===== src/rtl/puf_resp_scanner.sv =====
// puf_resp_scanner
//   Selects one of N_CH arbiter-PUF response bits. In IDLE the bit picked
//   by `sel` is registered onto `out` every cycle. A start with mode=1
//   launches a scan: each channel is sampled in order after SETTLE idle
//   cycles, the bits are collected into `word`, and the finished word is
//   handed off with a word_valid/word_ready handshake.
//
// Ports
//   clk, rst_n   : clock, asynchronous active-low reset
//   in[N_CH]     : response bits, in[k] is channel k
//   sel[SEL_W]   : direct-mode channel select (out of range gives 0)
//   mode, start  : scan request, accepted in IDLE when both are high
//   out          : registered selected / last sampled bit
//   busy         : high while scanning or holding a finished word
//   word[N_CH]   : assembled scan word, word[k] is channel k
//   word_valid   : word complete and stable
//   word_ready   : consumer accepts word
module puf_resp_scanner #(
    parameter int N_CH   = 16,
    parameter int SEL_W  = $clog2(N_CH),
    parameter int SETTLE = 2
) (
    input  logic              clk,
    input  logic              rst_n,
    input  logic [N_CH-1:0]   in,
    input  logic [SEL_W-1:0]  sel,
    input  logic              mode,
    input  logic              start,
    output logic              out,
    output logic              busy,
    output logic [N_CH-1:0]   word,
    output logic              word_valid,
    input  logic              word_ready
);

    typedef enum logic [1:0] {
        IDLE = 2'd0,
        SCAN = 2'd1,
        HOLD = 2'd2
    } state_t;

    localparam logic [SEL_W-1:0] LAST_IDX = SEL_W'(N_CH - 1);
    localparam logic [SEL_W:0]   N_CH_L   = (SEL_W + 1)'(N_CH);
    localparam logic [7:0]       SETTLE_L = 8'(SETTLE);

    state_t            state_q, state_d;
    logic [SEL_W-1:0]  idx_q, idx_d;
    logic [7:0]        cnt_q, cnt_d;
    logic              out_q, out_d;
    logic [N_CH-1:0]   word_q, word_d;
    logic              valid_q, valid_d;

    always_comb begin
        state_d = state_q;
        idx_d   = idx_q;
        cnt_d   = cnt_q;
        out_d   = out_q;
        word_d  = word_q;
        valid_d = valid_q;

        case (state_q)
            IDLE: begin
                // Non-power-of-two channel counts leave select codes with
                // no channel behind them; those read as 0.
                out_d = ({1'b0, sel} < N_CH_L) ? in[sel] : 1'b0;
                if (start && mode) begin
                    state_d = SCAN;
                    idx_d   = '0;
                    cnt_d   = SETTLE_L;
                    word_d  = '0;
                end
            end
            SCAN: begin
                if (cnt_q != 8'd0) begin
                    cnt_d = cnt_q - 8'd1;
                end else begin
                    word_d[idx_q] = in[idx_q];
                    out_d         = in[idx_q];
                    if (idx_q == LAST_IDX) begin
                        state_d = HOLD;
                        valid_d = 1'b1;
                    end else begin
                        idx_d = idx_q + SEL_W'(1);
                        cnt_d = SETTLE_L;
                    end
                end
            end
            HOLD: begin
                // start is deliberately not looked at here, so the
                // transfer edge always lands in IDLE first.
                if (valid_q && word_ready) begin
                    valid_d = 1'b0;
                    state_d = IDLE;
                end
            end
            default: begin
                state_d = IDLE;
            end
        endcase
    end

    always_ff @(posedge clk or negedge rst_n) begin
        if (!rst_n) begin
            state_q <= IDLE;
            idx_q   <= '0;
            cnt_q   <= '0;
            out_q   <= 1'b0;
            word_q  <= '0;
            valid_q <= 1'b0;
        end else begin
            state_q <= state_d;
            idx_q   <= idx_d;
            cnt_q   <= cnt_d;
            out_q   <= out_d;
            word_q  <= word_d;
            valid_q <= valid_d;
        end
    end

    assign out        = out_q;
    assign busy       = (state_q != IDLE);
    assign word       = word_q;
    assign word_valid = valid_q;

endmodule


===== config.mk =====
export PLATFORM = sky130hd
export DESIGN_NAME = puf_resp_scanner
export DESIGN_NICKNAME = d
export VERILOG_FILES = /design/src/rtl/puf_resp_scanner.sv
export SDC_FILE = /design/constraint.sdc
export NUM_CORES = 1
export LEC_CHECK = 0
export CAP_MARGIN = 20
export CORE_MARGIN = 4
export CORE_UTILIZATION = 30
export CTS_CLUSTER_SIZE = 28
export DETAILED_ROUTE_END_ITERATION = 16
export SYNTH_ARGS = -nofsm -noshare
export SYNTH_HDL_FRONTEND = slang
export SYNTH_SLANG_ARGS = --single-unit

===== constraint.sdc =====
create_clock -name clk -period 2.15 [get_ports clk]
set_clock_uncertainty 0.15 [all_clocks]
set_input_delay 0.3225 -clock clk [delete_from_list [all_inputs] [get_ports clk]]
set_output_delay 0.3225 -clock clk [all_outputs]
set_load 0.005 [all_outputs]

==> results.yml <==
outcome:
  status: "finished, final reports clean"
cells_and_area:
  layout-drive-gt1-share: 0.158
  layout.nets: 296
  fin_cells: 343
  antennaDiodeCount: 0
  n_fill_cell: 599
  final_area_sq_um: 2680
  synthToLayoutAreaGrowth_pct: 37.4
  fin_util: 0.422
worst_setup_path:
  cp-start-kind: "flip-flop"
  cp_max_fo: 6
  worstSetupPathType: "reg2out"
  cp.required_ns: 1.68
  cp_num_buf_inv: 1
  cpLargestDelayFamily: "flip-flops"
  slowest_delay_ns: 0.46
  worstPathCellList: "or2_2, clkdlybuf4s50_1"
  critPathSlowestCell: "dfrtp_1"
  end_kind: "primary output"
  arrival_ns: 1.54
yosys:
  synth_fp_nets: 238
  synth_edf_count: 0
  synthFlopType: "dfrtp_1"
  synth_common_cells: "32 x dfrtp_1, 29 x o21ai_0, 17 x nor2_1"
  synth.top_cell.area_share: 0.410
  ys_top_cells_by_area: "dfrtp_1 41%, mux4_2 8.1%, o21ai_0 7.4%, a31oi_1 4.2%, ha_1 3.8%"
  ys.warnings.count: 0
  syn_inst: 207
  yosysSeqAreaShare: 0.410
  syn_area_sq_um: 1950
  synth_largest_area_cell: "dfrtp_1"
  synth_seq_cells: 32
  synth_cell_types: 40
  yosysMostFrequentCell: "dfrtp_1"
  async_flop_share: 1.00
  syn_avg_cell_area_sq_um: 9.43
power:
  ir_worst_vdd_mv: 0.262
  total_leakage_power_nw: 1.08
  powerDensity_nw_per_um2: 873
sta:
  setup_viol: 0
  slew_viol_final: 0
  hold_viol: 0
  post-route-period-util: 0.937
  rsz0062_at_grt: "true"
  setup_slack_ns: 0.135
  timing.hold.ws_ns: 0.283
  slew_headroom: 0.732
  max_freq_mhz: 496
  tightest_slew_ns: 0.402
  fin_crit_ns: 2.02
clock_network:
  cts_setup_buffers: 0
  clockBufferDepth: 2
  clk_pin_slew_ns: 0.07
  tritoncts: "yes"
  root_buffer: "clkbuf_8"
  clk_latency_ns: 0.28
  cts.sinks: 32
  cts-buffers-inserted: 5
  htree_num_levels: 2
placed_design:
  dp.cells: 335
  dpl_cell_area_sq_um: 2570
  post-place-ws_ns: -0.0675
  place_hpwl_um: 3880
  numPortBuffers: 43
  place_congestion: 0.799
die:
  row_count: 29
  core_area_sq_um: 6350
  io-pin-count: 44
  die_w_um: 88.7
  die_h_um: 88.7
  start_util: 0.307
  die-area_sq_um: 7860
detailed_routing:
  drtIter0Drc: 140
  viasPerCell: 5.26
  drt-wirelength-per-cell_um: 14.7
  ant_nets: 0
  num_vias: 1804
  first_pass_iters: 4
  wl_um: 5060
  drc: 0
global_route:
  antenna_found_initial: 0
  grt-ovfl-total: 0
  grt_max_degree: 33
  grt_pass1_wl_um: 8610
  track_usage: 0.141
  grt_pass1_vias: 1829
min_path:
  worstHoldPathType: "in2async"
flow_run:
  max-cap-violations: 0
flip-flops by register name, indices dropped and copies added, names as in the netlist:
| signal | count |
|---|---|
| word_valid | 1 |
| idx_q | 4 |
| out | 1 |
| cnt_q | 8 |
| word | 16 |
| state_q | 2 |
cell families (layout without fill, tap and decap cells):
logic type	after synthesis	after routing	share of synthesized area
flip-flops	32	32	0.410
XOR/XNOR	6	6	0.0269
AND/OR/NAND/NOR	72	72	0.199
buffers and inverters	20	79	0.0436
multiplexers	11	11	0.101
AO/OA/AOI/OAI	60	60	0.180
adder cells (fa/ha/maj)	6	6	0.0385
where the power goes:
group	internal, W	switching [W]	total (W)
Clock	0.000261	0.000216	0.000477
Combinational	0.000485	0.000420	0.000906
Sequential	0.000755	0.000203	0.000958
cell usage in the layout, fill, tap and decap left out, types with 2 or more instances in the layout:
master / instances
a21oi_1: 7
mux4_2: 7
nand2b_1: 2
nor3_1: 2
clkbuf_8: 6
buf_4: 20
inv_1: 8
xor2_1: 3
nand3_1: 10
clkdlybuf4s50_1: 43
o21ai_0: 29
nor2_1: 17
nor2b_1: 3
o221ai_1: 3
nor4_1: 3
dfrtp_1: 31
o22ai_1: 3
and2_1: 2
a31oi_1: 13
mux2i_1: 4
ha_1: 6
or2_2: 2
nand2_1: 15
xnor2_1: 3
clkbuf_1: 2
nand4_1: 6
worst paths after layout:
check / startpoint / to / slack [ns] / depth (start not counted)
worst min register to register: word[13]$_DFFE_PN0P_ / word[13]$_DFFE_PN0P_ / 0.36 / 2
max in group asynchronous: rst_n / idx_q[0]$_DFFE_PN0P_ / 1.26 / 2
worst max-delay path: state_q[1]$_DFFE_PN0P_ / busy / 0.13 / 2
worst min-delay path: rst_n / cnt_q[4]$_DFFE_PN0P_ / 0.28 / 2
min in group clk: word[13]$_DFFE_PN0P_ / word[13]$_DFFE_PN0P_ / 0.36 / 2
worst max register to register: cnt_q[1]$_DFFE_PN0P_ / cnt_q[3]$_DFFE_PN0P_ / 0.15 / 9
per-layer routing:
metal / track usage / vias to the layer above / share of wire / routed length (um)
li1: - / 887 / - / -
met1: 0.183 / 858 / 0.46 / 2340
met2: 0.231 / 53 / 0.47 / 2390
met3: 0.0307 / 6 / 0.050 / 252
met4: 0.0481 / 0 / 0.015 / 77
met5: 0 / - / 0 / 0
area by class of cell:
class	instances	area, sq um	share of cell area
clock buffer	8	90.1	0.0336
inverter	8	30.0	0.0112
tap	77	96.3	0.0359
multi-input combinational	155	1080	0.404
sequential	32	802	0.299
timing repair buffer	63	581	0.217
through the flow:
stage / setup TNS [ns] / power, W
CTS: 0 / 0.00234
global route: -0.0210 / 0.00253
floorplan: 0 / 0.00147
finish: 0 / 0.00234
global placement: -0.256 / 0.00183
detailed placement: -0.731 / 0.00185
timing repair:
item                       in CTS  in global routing
resized for setup               0                  4
setup endpoints to repair       0                 26
hold buffers                    0                  0
Power figures use the tool's default switching activity.
